--- config.mk ---
export PLATFORM = sky130hd
export DESIGN_NAME = kogge_stone_subtractor_pipe
export DESIGN_NICKNAME = d
export VERILOG_FILES = /design/src/rtl/ks_arith_pkg.sv /design/src/rtl/ks_prefix_level.sv /design/src/rtl/kogge_stone_subtractor_pipe.sv
export SDC_FILE = /design/constraint.sdc
export NUM_CORES = 1
export LEC_CHECK = 0
export CAP_MARGIN = 20
export CORE_ASPECT_RATIO = 1.2
export CORE_MARGIN = 8
export CORE_UTILIZATION = 45
export DETAILED_ROUTE_END_ITERATION = 8
export PLACE_DENSITY = 0.77
export SYNTH_ARGS = -nofsm -noshare
export SYNTH_HDL_FRONTEND = slang
export SYNTH_SLANG_ARGS = --single-unit
--- constraint.sdc ---
create_clock -name clk_i -period 1.2 [get_ports clk_i]
set_input_delay 0.24 -clock clk_i [delete_from_list [all_inputs] [get_ports clk_i]]
set_output_delay 0.24 -clock clk_i [all_outputs]
set_load 0.05 [all_outputs]
--- src/rtl/ks_arith_pkg.sv ---
// Shared helpers for the Kogge-Stone arithmetic blocks: prefix depth
// calculation and the per-bit generate/propagate pair.
package ks_arith_pkg;

  typedef struct packed {
    logic g;
    logic p;
  } pg_bit_t;

  function automatic int unsigned clog2(input int unsigned value);
    int unsigned r;
    r = 0;
    while ((32'd1 << r) < value) r++;
    return r;
  endfunction

  function automatic int unsigned num_steps(input int unsigned precision);
    return clog2(precision);
  endfunction

  function automatic int unsigned latency(input int unsigned precision);
    return num_steps(precision) + 1;
  endfunction

endpackage

--- src/rtl/ks_prefix_level.sv ---
// One Kogge-Stone prefix level: g/p combine at distance SPAN followed by
// its pipeline register, with a pass-through side payload.
module ks_prefix_level
  import ks_arith_pkg::*;
#(
  parameter int unsigned PRECISION = 8,
  parameter int unsigned SPAN      = 1,
  parameter int unsigned SIDE_W    = 1
) (
  input  logic                    clk_i,
  input  logic                    rst_ni,
  input  logic                    en_i,
  input  logic                    valid_i,
  input  pg_bit_t [PRECISION-1:0] pg_i,
  input  logic [SIDE_W-1:0]       side_i,
  output logic                    valid_o,
  output pg_bit_t [PRECISION-1:0] pg_o,
  output logic [SIDE_W-1:0]       side_o
);

  pg_bit_t [PRECISION-1:0] pg_comb;

  for (genvar i = 0; i < PRECISION; i++) begin : g_bit
    if (i >= SPAN) begin : g_comb
      assign pg_comb[i].g = pg_i[i].g | (pg_i[i].p & pg_i[i-SPAN].g);
      assign pg_comb[i].p = pg_i[i].p & pg_i[i-SPAN].p;
    end else begin : g_pass
      assign pg_comb[i] = pg_i[i];
    end
  end

  always_ff @(posedge clk_i or negedge rst_ni) begin
    if (!rst_ni) begin
      valid_o <= 1'b0;
      pg_o    <= '0;
      side_o  <= '0;
    end else if (en_i) begin
      valid_o <= valid_i;
      if (valid_i) begin
        pg_o   <= pg_comb;
        side_o <= side_i;
      end
    end
  end

endmodule

--- src/rtl/kogge_stone_subtractor_pipe.sv ---
// Pipelined, flow-controlled Kogge-Stone subtractor: a - b computed as
// a + ~b + 1, one register bank per prefix level, global-stall handshake.
module kogge_stone_subtractor_pipe
  import ks_arith_pkg::*;
#(
  parameter int unsigned PRECISION = 8
) (
  input  logic                 clk_i,
  input  logic                 rst_ni,
  input  logic                 valid_i,
  output logic                 ready_o,
  input  logic [PRECISION-1:0] operand_a_i,
  input  logic [PRECISION-1:0] operand_b_i,
  output logic                 valid_o,
  input  logic                 ready_i,
  output logic [PRECISION-1:0] result_o,
  output logic                 borrow_o,
  output logic                 overflow_o
);

  localparam int unsigned NUM_STEPS = num_steps(PRECISION);
  localparam int unsigned SIDE_W    = PRECISION + 2;

  logic                    advance;
  logic [PRECISION-1:0]    b_inv;
  logic [PRECISION-1:0]    p_raw;
  pg_bit_t [PRECISION-1:0] pg_in;

  logic                    valid_s0;
  pg_bit_t [PRECISION-1:0] pg_s0;
  logic [SIDE_W-1:0]       side_s0;

  logic [NUM_STEPS:0]      valid_s;
  pg_bit_t [PRECISION-1:0] pg_s   [NUM_STEPS+1];
  logic [SIDE_W-1:0]       side_s [NUM_STEPS+1];

  assign b_inv = ~operand_b_i;

  // Carry-in of 1 is folded into bit 0's generate.
  for (genvar i = 0; i < PRECISION; i++) begin : g_pg
    if (i == 0) begin : g_lsb
      assign pg_in[i].g = operand_a_i[i] | b_inv[i];
    end else begin : g_upper
      assign pg_in[i].g = operand_a_i[i] & b_inv[i];
    end
    assign pg_in[i].p = operand_a_i[i] ^ b_inv[i];
    assign p_raw[i]   = pg_in[i].p;
  end

  always_ff @(posedge clk_i or negedge rst_ni) begin
    if (!rst_ni) begin
      valid_s0 <= 1'b0;
      pg_s0    <= '0;
      side_s0  <= '0;
    end else if (advance) begin
      valid_s0 <= valid_i;
      if (valid_i) begin
        pg_s0   <= pg_in;
        side_s0 <= {p_raw, operand_a_i[PRECISION-1], operand_b_i[PRECISION-1]};
      end
    end
  end

  assign valid_s[0] = valid_s0;
  assign pg_s[0]    = pg_s0;
  assign side_s[0]  = side_s0;

  for (genvar k = 0; k < NUM_STEPS; k++) begin : g_level
    ks_prefix_level #(
      .PRECISION (PRECISION),
      .SPAN      (32'd1 << k),
      .SIDE_W    (SIDE_W)
    ) u_level (
      .clk_i   (clk_i),
      .rst_ni  (rst_ni),
      .en_i    (advance),
      .valid_i (valid_s[k]),
      .pg_i    (pg_s[k]),
      .side_i  (side_s[k]),
      .valid_o (valid_s[k+1]),
      .pg_o    (pg_s[k+1]),
      .side_o  (side_s[k+1])
    );
  end

  assign valid_o = valid_s[NUM_STEPS];
  assign advance = !valid_o || ready_i;
  assign ready_o = advance;

  pg_bit_t [PRECISION-1:0] pg_last;
  logic [SIDE_W-1:0]       side_last;
  logic [PRECISION-1:0]    carry;
  logic [PRECISION-1:0]    group_p_unused;
  logic [PRECISION-1:0]    p_raw_q;
  logic [PRECISION-1:0]    sum;
  logic                    a_msb_q;
  logic                    b_msb_q;

  assign pg_last   = pg_s[NUM_STEPS];
  assign side_last = side_s[NUM_STEPS];
  assign p_raw_q   = side_last[SIDE_W-1:2];
  assign a_msb_q   = side_last[1];
  assign b_msb_q   = side_last[0];

  for (genvar i = 0; i < PRECISION; i++) begin : g_carry
    assign carry[i]          = pg_last[i].g;
    assign group_p_unused[i] = pg_last[i].p;
  end

  assign sum = {p_raw_q[PRECISION-1:1] ^ carry[PRECISION-2:0], ~p_raw_q[0]};

  // Outputs derive only from the final register bank; masking with valid_o
  // gives the all-zero reset value without a second output register.
  always_comb begin
    result_o   = '0;
    borrow_o   = 1'b0;
    overflow_o = 1'b0;
    if (valid_o) begin
      result_o   = sum;
      borrow_o   = ~carry[PRECISION-1];
      overflow_o = (a_msb_q ^ b_msb_q) & (a_msb_q ^ sum[PRECISION-1]);
    end
  end

endmodule

# Word level (Yosys, flattened, before mapping)
# Index checks and enable logic that the tools add are counted.
# word_totals
word_cells,133
output_inout_bits,12
input_bits,20
register_bits,93
# classes
mux,3
reduce_logical,6
bitwise_logic,67
# ops
cell,count
1-bit bitwise AND,35
1-bit OR,18
1-bit XOR,10
8-bit two-way mux,1
8-bit inverter,1
2-bit AND reduction,4
7-bit XOR,1
1-bit two-way mux,2
1-bit inverter,2
1-bit zero test,1
1-bit logical OR,1

# Longest topological paths before layout
# Gate-level depths: netlist of run 1.
# depth
depth_word,4
depth_mapped,6
depth_no_buf,3

# Modules after synthesis
# Synthesis of run 1 repeated with hierarchy kept, for this count alone.
# unflattened
cells_unflattened,333
area_unflattened_um2,4325.4
# by_module_without_submodules
module,seq_area_each_um2,area_each_um2,cells_per_inst,n_inst
ks_prefix_level at g_level[0].u_level,675.6,1114.8,91,1
ks_prefix_level at g_level[1].u_level,675.6,1099.8,86,1
ks_prefix_level at g_level[2].u_level,675.6,1066.0,77,1
kogge_stone_subtractor_pipe,475.5,1044.8,79,1

# Worst setup path before layout of run 1
# Ideal clock, no wire load.
# synth_timing
kind,register to output
startpoint,register g_level[2].u_level.valid_o
endpoint,output overflow_o
required_time_ns,0.960
path_slack_ns,-0.965
path_buffers,0
stages_incl_launch_ff,3
arrival_ns,1.925
path_cell_list,dfrtp_1 nand2_1 o31ai_1
# synth_via
elab_chain_cells,1
# synth_lines
item,line,text
from (decl),ks_prefix_level.sv:16,"output logic valid_o,"
from (signal assigned),ks_prefix_level.sv:38,valid_o <= valid_i;
1-bit two-way mux,kogge_stone_subtractor_pipe.sv:118,if (valid_o) begin
to (decl),kogge_stone_subtractor_pipe.sv:18,output logic overflow_o
# Every way passes these cells.

# Final worst setup path of run 1
# layout_timing
startpoint,register g_level[2].u_level.pg_o[13] in the netlist's numbering
endpoint,output result_o[7]
# layout_via
elab_chain_cells,2
# layout_lines
item,line,text
from (decl),ks_prefix_level.sv:17,"output pg_bit_t [PRECISION-1:0] pg_o,"
from (signal assigned),ks_prefix_level.sv:40,pg_o <= pg_comb;
7-bit XOR,kogge_stone_subtractor_pipe.sv:110,"assign sum = {p_raw_q[PRECISION-1:1] ^ carry[PRECISION-2:0], ~p_raw_q[0]};"
8-bit two-way mux,kogge_stone_subtractor_pipe.sv:118,
to (decl),kogge_stone_subtractor_pipe.sv:16,"output logic [PRECISION-1:0] result_o,"
# Every way passes these cells.

==> qor.yml, run 1 <==
yosys:
  yosys_warnings: 0
  synth.distinct_cells: 26
  muxShareOfSynthArea: 0.190
  ys_seq_area_frac: 0.588
  synth_top_family_by_area: "multiplexers"
  synthSimpleGateAreaFrac: 0.0448
  synthXorXnorAreaFrac: 0.0167
  synth.area.top_cells: "dfrtp_1 (59%), mux2_2 (15%), a21oi_1 (6.4%)"
  synth_top_area_share: 0.588
  synth_nets: 315
  synth_fa_ha_area_frac: 0.0273
  synth_cells: 287
  synth_top_cell_by_area: "dfrtp_1"
  ys_ff_latch: 86
  synth_compound_area_frac: 0.0827
  synthesis.area_um2: 3660
  synth_area_per_cell_um2: 12.8
cells_and_area:
  fin_area_um2: 5550
  nNetsFinal: 393
  fin_util: 0.692
  fill_cells: 501
  area_delta_synth_final_pct: 51.5
  drive_gt1_frac: 0.497
  antenna_cells: 0
  final_cell_count_no_fill: 465
  seq_area_um2: 2150
  multiInputGateArea_um2: 1910
place:
  place_hpwl_um: 5010
  pre_cts_ws_ns: -0.490
  io_buffer_count: 31
  finalWeightedCongestion: 0.806
  dpl.cell_count: 416
  place_area_um2: 4450
sta:
  slew_headroom: 0.483
  timing.final.crit_share: 1.44
  timing.setup.tns_ns: -21.63
  worst_pin_slew_ns: 0.773
  finalSetupViolCount: 97
  rsz0062_at_grt: "yes"
  finalCriticalPeriod_ns: 1.73
  setup_ws_ns: -0.529
  hold_violations: 0
  slew_violations: 0
  hold_ws_ns: 0.255
  finalClockSkew_ns: 0.0178
  max_freq_mhz: 578
worst_setup_path:
  reg2reg_from: "g_level[2].u_level.valid_o"
  crit_path_cell_trace: "xnor2_2, buf_4, buf_4, nor2b_4, buf_6"
  worstSetupPathType: "flip-flop to primary output"
  crit_path_end: "result_o[7]"
  max_stage_delay_ns: 0.42
  cp-startpoint: "g_level[2].u_level.pg_o[13]"
  end_kind: "primary output"
  crit_arrival_ns: 1.49
  r2r_end: "g_level[1].u_level.side_o[1]"
  worstSetupStartpointType: "flip-flop"
  crit_fanout: 2
  required_ns: 0.96
  r2r_cells: 5
  crit_path_frequent_cell: "buf_4"
  cp_slowest_cell: "dfrtp_1"
  rrSetupSlack_ns: -0.31
clock_network:
  htreeDepth: 3
  clock-root-buffer: "clkbuf_8"
  cts_buffer_depth: 2
  cts_tree: "yes"
  cts_num_sinks: 86
  clk_pin_slew_worst_paths_ns: 0.09
  clock_latency_ns: 0.37
  cts_made_buffers: 9
drt:
  route.detailed.drc: 0
  drt_iter0_drc: 126
  wl_per_cell_um: 23.3
  first_pass_iters: 4
  drtAntennaViolNets: 0
  vias: 2645
  avgViaCountPerCell: 5.69
  routed_wl_um: 10800
grt:
  grt_overflow: 0
  antenna_found_initial: 0
  grt_max_degree: 48
  grt_usage: 0.192
  grt_pass1_vias: 3025
  grt_first_pass_wirelength_um: 16700
outcome:
  violations: "setup timing"
  status: "finished, violations left"
power:
  p_leak_nw: 2.54
  ir_drop_mv: 1.47
  p_per_area_nw_per_um2: 3030
  total_power_mw: 16.8
floorplan:
  die_x_um: 98.4
  die_h_um: 115
  io_pins: 32
  start_util: 0.457
  core_um2: 8020
  die-area_um2: 11300
  num_rows: 36
job:
  max_cap_viol_count: 0
hold_path:
  hp-class: "primary input to asynchronous set/reset pin"
[placed cells by master, fill, tap and decap left out, drive strengths merged]
master         Yosys  layout
o21ai              7       7
buf               11      57
nor2b              3       3
a31oi              4       4
nand4              4       4
and2               8       8
xnor2              1       1
clkbuf             4      13
ha                 8       8
mux2              54      54
mux2i              7       7
o31ai              1       1
nand2             12      17
clkinv             0       2
inv               22      22
a21oi             47      47
dfrtp             86      86
dlygate4sd3        0       1
clkdlybuf4s50      0      18
bufinv             0       2
nand4b             1       1
nand2b             1       1
xor2               6       6
[synthesized netlist by cell type]
master / instances
and2_1: 8
o21ai_0: 3
ha_1: 8
mux2_2: 48
xor2_1: 6
mux2_4: 5
nand4_1: 4
xnor2_1: 1
nand2b_1: 1
dfrtp_1: 86
o31ai_1: 1
nand2_4: 1
clkbuf_1: 4
a21oi_1: 47
nor2b_1: 3
nand4b_1: 1
o21ai_1: 4
nand2_1: 10
buf_6: 4
a31oi_1: 4
buf_2: 4
inv_1: 22
buf_4: 3
mux2_1: 1
nand2_2: 1
mux2i_1: 7
[flip-flops by register name, summed over array words and instances (netlist names)]
register / count
side_s0: 9
valid_s0: 1
g_level.u_level.side_o: 30
g_level.u_level.valid_o: 3
pg_s: 9
g_level.u_level.pg_o: 34
[logic make-up (layout without fill, tap and decap cells)]
logic type | count (synthesis) | count (layout)
buf+inv | 37 | 115
fa+ha+maj | 8 | 8
simple gates | 29 | 34
mux | 61 | 61
xor+xnor | 7 | 7
compound gates | 59 | 59
flops | 86 | 86
[what timing repair did]
action,CTS,global route
hold endpoints to repair,86,0
gates cloned,9,1
gates resized for setup,87,33
hold buffers,1,0
pin swaps,9,5
setup endpoints to repair,89,98
setup buffers,17,10
[cell type report]
cell class	count	area share
Clock inverter	4	0.0126
Tap cell	95	0.0214
Clock buffer	12	0.0262
Timing Repair Buffer	77	0.193
Inverter	22	0.0149
Sequential cell	86	0.388
Multi-Input combinational cell	169	0.344
[where the power goes]
part	internal [mW]	total, mW	switching [mW]
clock	1.23	2.30	1.07
combinational	4.93	8.88	3.95
sequential	4.20	5.63	1.43
[critical path, delay by kind of cell, from the launching register on]
kind                      cells  cell delay (ns)
buffers and inverters         3             0.44
DFF                           1             0.42
xor gates and xnor gates      1             0.16
and+or+nand+nor               1             0.10
[routing by layer]
metal	routed length, um	up-vias	part of all wire	GRT usage
met5	0	-	0	0
met4	463	0	0.043	0.103
met3	391	37	0.036	0.0400
met2	5870	88	0.54	0.348
met1	4090	1370	0.38	0.205
li1	-	1150	-	-
[worst min path at each step]
| stage | to | from | slack (ns) | depth (start not counted) |
|---|---|---|---|---|
| floorplan | g_level[0].u_level.pg_o[10] | rst_ni | -0.06 | 0 |
| global placement | g_level[2].u_level.side_o[2] | rst_ni | 0.07 | 1 |
| detailed placement | g_level[1].u_level.side_o[2] | rst_ni | 0.07 | 1 |
| CTS | g_level[2].u_level.side_o[9] | rst_ni | 0.24 | 2 |
| global route | g_level[2].u_level.side_o[9] | rst_ni | 0.27 | 2 |
| finish | g_level[2].u_level.side_o[9] | rst_ni | 0.26 | 2 |
No activity file was read; power rests on OpenSTA's default activity.
==> run 2, diff against run 1 <==
Settings changed: HOLD_SLACK_MARGIN from default to 0.12.
==> results of run 2 <==
Same layout as run 1: the final DEF is identical, and so are final timing and power.
==> run 3, diff against run 2 <==
Settings changed: CORE_ASPECT_RATIO 1.2 to 1.5, TNS_END_PERCENT from default to 50.
==> run 3 against run 2 <==
The run still ends with setup timing left; utilization fell by 3.3 points; cell count increased by 1.3%; global-route usage is 2.9 points lower; via count is 4.9% lower; die area grew 0.43%; power is 6.2% lower; setup slack gained 0.014 ns; clock power rose by 20%; combinational power down 15%; count of clock-buffer cells in the layout did not move; maximum frequency increased by 0.80%; critical path type unchanged.
==> qor.yml, run 3 (synthesis results as in run 1) <==
outcome:
  status: "finished, violations left"  # unchanged
  violations: "setup timing"  # unchanged
sta:
  max_freq_mhz: 583  # was 578 MHz
  worst_pin_slew_ns: 0.652  # was 0.773 ns
  slew_violations: 0  # unchanged
  setup_ws_ns: -0.515  # was -0.529 ns
  timing.final.crit_share: 1.43  # was 1.44
  rsz0062_at_grt: "yes"  # unchanged
  slew_headroom: 0.564  # was 0.483
  finalCriticalPeriod_ns: 1.72  # was 1.73 ns
  hold_ws_ns: 0.391  # was 0.255 ns
  finalSetupViolCount: 96  # was 97
  finalClockSkew_ns: 0.00611  # was 0.0178 ns
  hold_violations: 0  # unchanged
drt:
  drtAntennaViolNets: 0  # unchanged
  route.detailed.drc: 0  # unchanged
  wl_per_cell_um: 18.7  # was 23.3 um
  avgViaCountPerCell: 5.34  # was 5.69
  routed_wl_um: 8820  # was 10,800 um
  drt_iter0_drc: 166  # was 126
  first_pass_iters: 4  # unchanged
  vias: 2515  # was 2,645
floorplan:
  io_pins: 32  # unchanged
  die-area_um2: 11300  # about the same
  num_rows: 40  # was 36
  core_um2: 7960  # was 8020 um2
  die_h_um: 126  # was 115 um
  start_util: 0.460  # was 0.457
  die_x_um: 89.7  # was 98.4 um
grt:
  grt_overflow: 0  # unchanged
  grt_max_degree: 29  # was 48
  grt_pass1_vias: 2728  # was 3,025
  grt_usage: 0.163  # was 0.192
  grt_first_pass_wirelength_um: 13800  # was 16,700 um
  antenna_found_initial: 0  # unchanged
cells_and_area:
  nNetsFinal: 389  # was 393
  antenna_cells: 0  # unchanged
  drive_gt1_frac: 0.440  # was 0.497
  largest_reg_flops: 34  # unchanged
  final_common_cell: "dfrtp_1"  # unchanged
  reg_top3: "g_level.u_level.pg_o: 34 flops, g_level.u_level.side_o: 30 flops"  # unchanged
  mostFrequentLayoutCells: "dfrtp_1 (85), a21oi_1 (36), mux2_2 (33)"  # was dfrtp_1 (85), mux2_4 (46), buf_12 (24)
  fin_util: 0.659  # was 0.692
  area_delta_synth_final_pct: 43.2  # was 51.5%
  largest_register: "g_level.u_level.pg_o"  # unchanged
clock_network:
  clock_latency_ns: 0.34  # was 0.37 ns
  clk_pin_slew_worst_paths_ns: 0.06  # was 0.09 ns
  cts_made_buffers: 9  # unchanged
  cts_buffer_depth: 2  # unchanged
  clock-root-buffer: "clkbuf_16"  # was clkbuf_8
  cts_num_sinks: 86  # unchanged
  htreeDepth: 3  # unchanged
  cts_tree: "yes"  # unchanged
job:
  max_cap_viol_count: 0  # unchanged
worst_setup_path:
  end_kind: "primary output"  # unchanged
  crit_arrival_ns: 1.48  # was 1.49 ns
  crit_fanout: 2  # unchanged
  required_ns: 0.96  # about the same
  worstSetupStartpointType: "flip-flop"  # unchanged
  worstSetupPathType: "flip-flop to primary output"  # unchanged
power:
  ir_drop_mv: 1.65  # was 1.47 mV
  total_power_mw: 15.8  # was 16.8 mW
  p_leak_nw: 2.39  # was 2.54 nW
  p_per_area_nw_per_um2: 3010  # was 3030 nW/um2
place:
  io_buffer_count: 31  # unchanged
  place_hpwl_um: 5130  # was 5010 um
  finalWeightedCongestion: 0.883  # was 0.806
hold_path:
  hp-class: "primary input to asynchronous set/reset pin"  # unchanged
-- run 3: changes by cell type in the layout (fill, tap and decap cells not counted), sizes merged --
cell | before | now
buf | 57 | 54
clkinv | 2 | 3
clkbuf | 13 | 12
bufinv | 2 | 1
-- run 3: power breakdown --
group          switching (mW)  internal (mW)
Clock                    1.06           1.71
Combinational            3.35           4.24
Sequential               1.20           4.21
Total                    5.61           10.2
-- run 3: layout make-up --
type | instances | area [um2]
Tap cell | 105 | 131
Fill cell | 535 | 2710
Timing Repair Buffer | 73 | 933
Multi-Input combinational cell | 169 | 1640
Sequential cell | 86 | 2150
Inverter | 22 | 82.6
Clock buffer | 12 | 256
Clock inverter | 4 | 45.0
-- run 3: metrics by stage --
step / std cells / TNS, ns / instance area (um2) / setup WS (ns)
after floorplan: 287 / -16.71 / 3810 / -0.255
after detailed placement: 425 / -37.36 / 4400 / -0.525
final: 471 / -20.08 / 5240 / -0.515
after global placement: 425 / -35.57 / 4400 / -0.499
after global routing: 471 / -25.45 / 5240 / -0.573
after CTS: 464 / -29.15 / 5110 / -0.485
-- run 3: repair_timing --
item / CTS / global route
gates resized for setup: 45 / 19
gates cloned: 5 / 3
endpoints found under the setup margin: 92 / 98
pin swaps: 9 / 1
hold buffers: 1 / 0
hold endpoints to repair: 25 / 0
setup buffers: 17 / 7
-- run 3: worst max-delay path, stage by stage, from the launching register on --
cell     delay (ns)
dfrtp_1        0.42
xnor2_2        0.17
buf_4          0.16
o31ai_4        0.22
buf_12         0.17
-- run 3: per-layer routing --
metal  vias up  track usage  share of wire
met5         -            0              0
met4         0       0.0965          0.032
met3        21       0.0368          0.040
met2        74        0.292           0.57
met1      1272        0.162           0.36
li1       1148            -              -
-- run 3: path summary, 6_finish.rpt --
| path | startpoint | to | slack [ns] | cells past startpoint |
|---|---|---|---|---|
| worst max register to register | g_level[2].u_level.valid_o | g_level[1].u_level.side_o[0] | -0.30 | 5 |
| worst max-delay path | g_level[2].u_level.pg_o[13] | overflow_o | -0.52 | 4 |
| max in group asynchronous | rst_ni | g_level[0].u_level.side_o[9] | 0.27 | 3 |
| min in group clk_i | g_level[0].u_level.side_o[1] | g_level[1].u_level.side_o[1] | 0.51 | 1 |
| worst min register to register | g_level[0].u_level.side_o[1] | g_level[1].u_level.side_o[1] | 0.51 | 1 |
| worst min-delay path | rst_ni | g_level[1].u_level.pg_o[8] | 0.39 | 2 |
==> edit: new RTL, settings of run 1 <==
`PRECISION` is set to 8 in 2 places; all go to 4.
--- a/src/rtl/ks_prefix_level.sv
+++ b/src/rtl/ks_prefix_level.sv
@@ -5,3 +5,3 @@
 #(
-  parameter int unsigned PRECISION = 8,
+  parameter int unsigned PRECISION = 4,
   parameter int unsigned SPAN      = 1,
--- a/src/rtl/kogge_stone_subtractor_pipe.sv
+++ b/src/rtl/kogge_stone_subtractor_pipe.sv
@@ -5,3 +5,3 @@
 #(
-  parameter int unsigned PRECISION = 8
+  parameter int unsigned PRECISION = 4
 ) (
Interface: changed (resized operand_a_i, operand_b_i and result_o); port bits go from 32 to 20. The function was not compared with the original's and may differ.
==> edit against run 1 <==
  * The flow still finishes with violations (negative setup slack)
  * Largest cell class unchanged
  * Area after synthesis fell by 58%
  * Worst hold slack improved by 0.059 ns
  * Wire length fell by 71%
  * Power fell by 65%
  * Sequential power fell by 62%
  * Sequential cell count fell by 51
  * Highest routed layer unchanged
  * Via count fell by 62%
  * Worst setup slack improved by 0.11 ns
  * Cell area fell by 60%
  * Critical endpoint is now overflow_o
  * Sequential share of layout area rose by 0.39 points
  * Synthesized cell count fell by 61%
  * Final cell count fell by 59%
  * Register-to-register slack improved by 0.14 ns
==> edit: results (changes against run 1) <==
[detailed_routing]
met3_wl_um = 144  ; was 391 um
drt-wirelength-per-cell_um = 16.4  ; was 23.3 um

[final_layout]
finalNonFillerCells = 189  ; was 465
non_clock_buffer_count = 36  ; was 77
final-nonclk-buf-share_pct = 20.3  ; was 19.3%
multi_input_gates = 68  ; was 169
sequential_cell_area_share_pct = 39.2  ; was 38.8%

[critical_path]
critical_path_destination = overflow_o  ; was result_o[7]
reg2reg_from = g_level[1].u_level.valid_o  ; was g_level[2].u_level.valid_o

[synthesis]
synth.ff_latch_count = 35  ; was 86
yosys-top-cells-area = sky130_fd_sc_hd__dfrtp_1 (57%), sky130_fd_sc_hd__mux2_2 (12%), sky130_fd_sc_hd__mux2_4 (7.8%)  ; was sky130_fd_sc_hd__dfrtp_1 (59%), sky130_fd_sc_hd__mux2_2 (15%), sky130_fd_sc_hd__a21oi_1 (6.4%)
yosys.cell_types.count = 24  ; was 26
synth.avg_cell_area_um2 = 13.7  ; was 12.8 um^2

[status]
violations = negative setup slack  ; unchanged
status = complete, but fails checks  ; unchanged

[cts]
clkTransAtPathRegs_ns = 0.07  ; was 0.09 ns
post-cts-setup-buffers = 5  ; was 17

[sta]
setup_viol = 39  ; was 97
tightestPinTransition_ns = 0.376  ; was 0.773 ns
postLayoutSetupSlackWorst_ns = -0.418  ; was -0.529 ns
setup_tns_ns = -5.56  ; was -21.63 ns

[global_route]
first_global_vias = 1101  ; was 3025
maximum_number_of_pins_on_one_net_before_global_route_repair = 36  ; was 48

[placement]
post-place-ws_ns = -0.457  ; was -0.490 ns
dpl-instance-area_um2 = 1920  ; was 4450 um^2

## edit: cell count changes after synthesis, moves of 4 or more
cell | run 1 | this run
sky130_fd_sc_hd__xor2_1 | 6 | 2
sky130_fd_sc_hd__clkbuf_1 | 4 | 0
sky130_fd_sc_hd__dfrtp_1 | 86 | 35
sky130_fd_sc_hd__and2_1 | 8 | 2
sky130_fd_sc_hd__ha_1 | 8 | 4
sky130_fd_sc_hd__inv_1 | 22 | 7
sky130_fd_sc_hd__a21oi_1 | 47 | 10
sky130_fd_sc_hd__nand2_1 | 10 | 2
sky130_fd_sc_hd__mux2i_1 | 7 | 1
sky130_fd_sc_hd__mux2_2 | 48 | 16
sky130_fd_sc_hd__o21ai_1 | 4 | 0
## edit: worst min path at each step
stage / slack (ns) / end / start
floorplan: -0.06 / g_level[0].u_level.pg_o[1] / rst_ni
global placement: 0.47 / g_level[0].u_level.pg_o[4] / g_level[0].u_level.pg_o[4]
detailed placement: 0.48 / g_level[0].u_level.pg_o[4] / g_level[0].u_level.pg_o[4]
CTS: 0.32 / g_level[1].u_level.side_o[2] / rst_ni
global route: 0.32 / g_level[1].u_level.side_o[2] / rst_ni
finish: 0.31 / g_level[1].u_level.side_o[2] / rst_ni
## edit: logic make-up after synthesis
group / count (synthesis) / share of synthesized area (%)
xor gates and xnor gates: 3 / 1.71
and+or+nand+nor: 14 / 6.03
adders and majority gates: 4 / 3.26
buffers and inverters: 11 / 4.07
DFF: 35 / 57.0
AOI/OAI and AO/OA: 20 / 7.74
muxes: 25 / 20.2
## edit: power breakdown
group          switching, mW  leakage [nW]  internal [mW]
clock network          0.376        0.0371          0.386
logic                   1.34         0.565           1.66
registers              0.461         0.407           1.67
total                   2.18          1.01           3.72
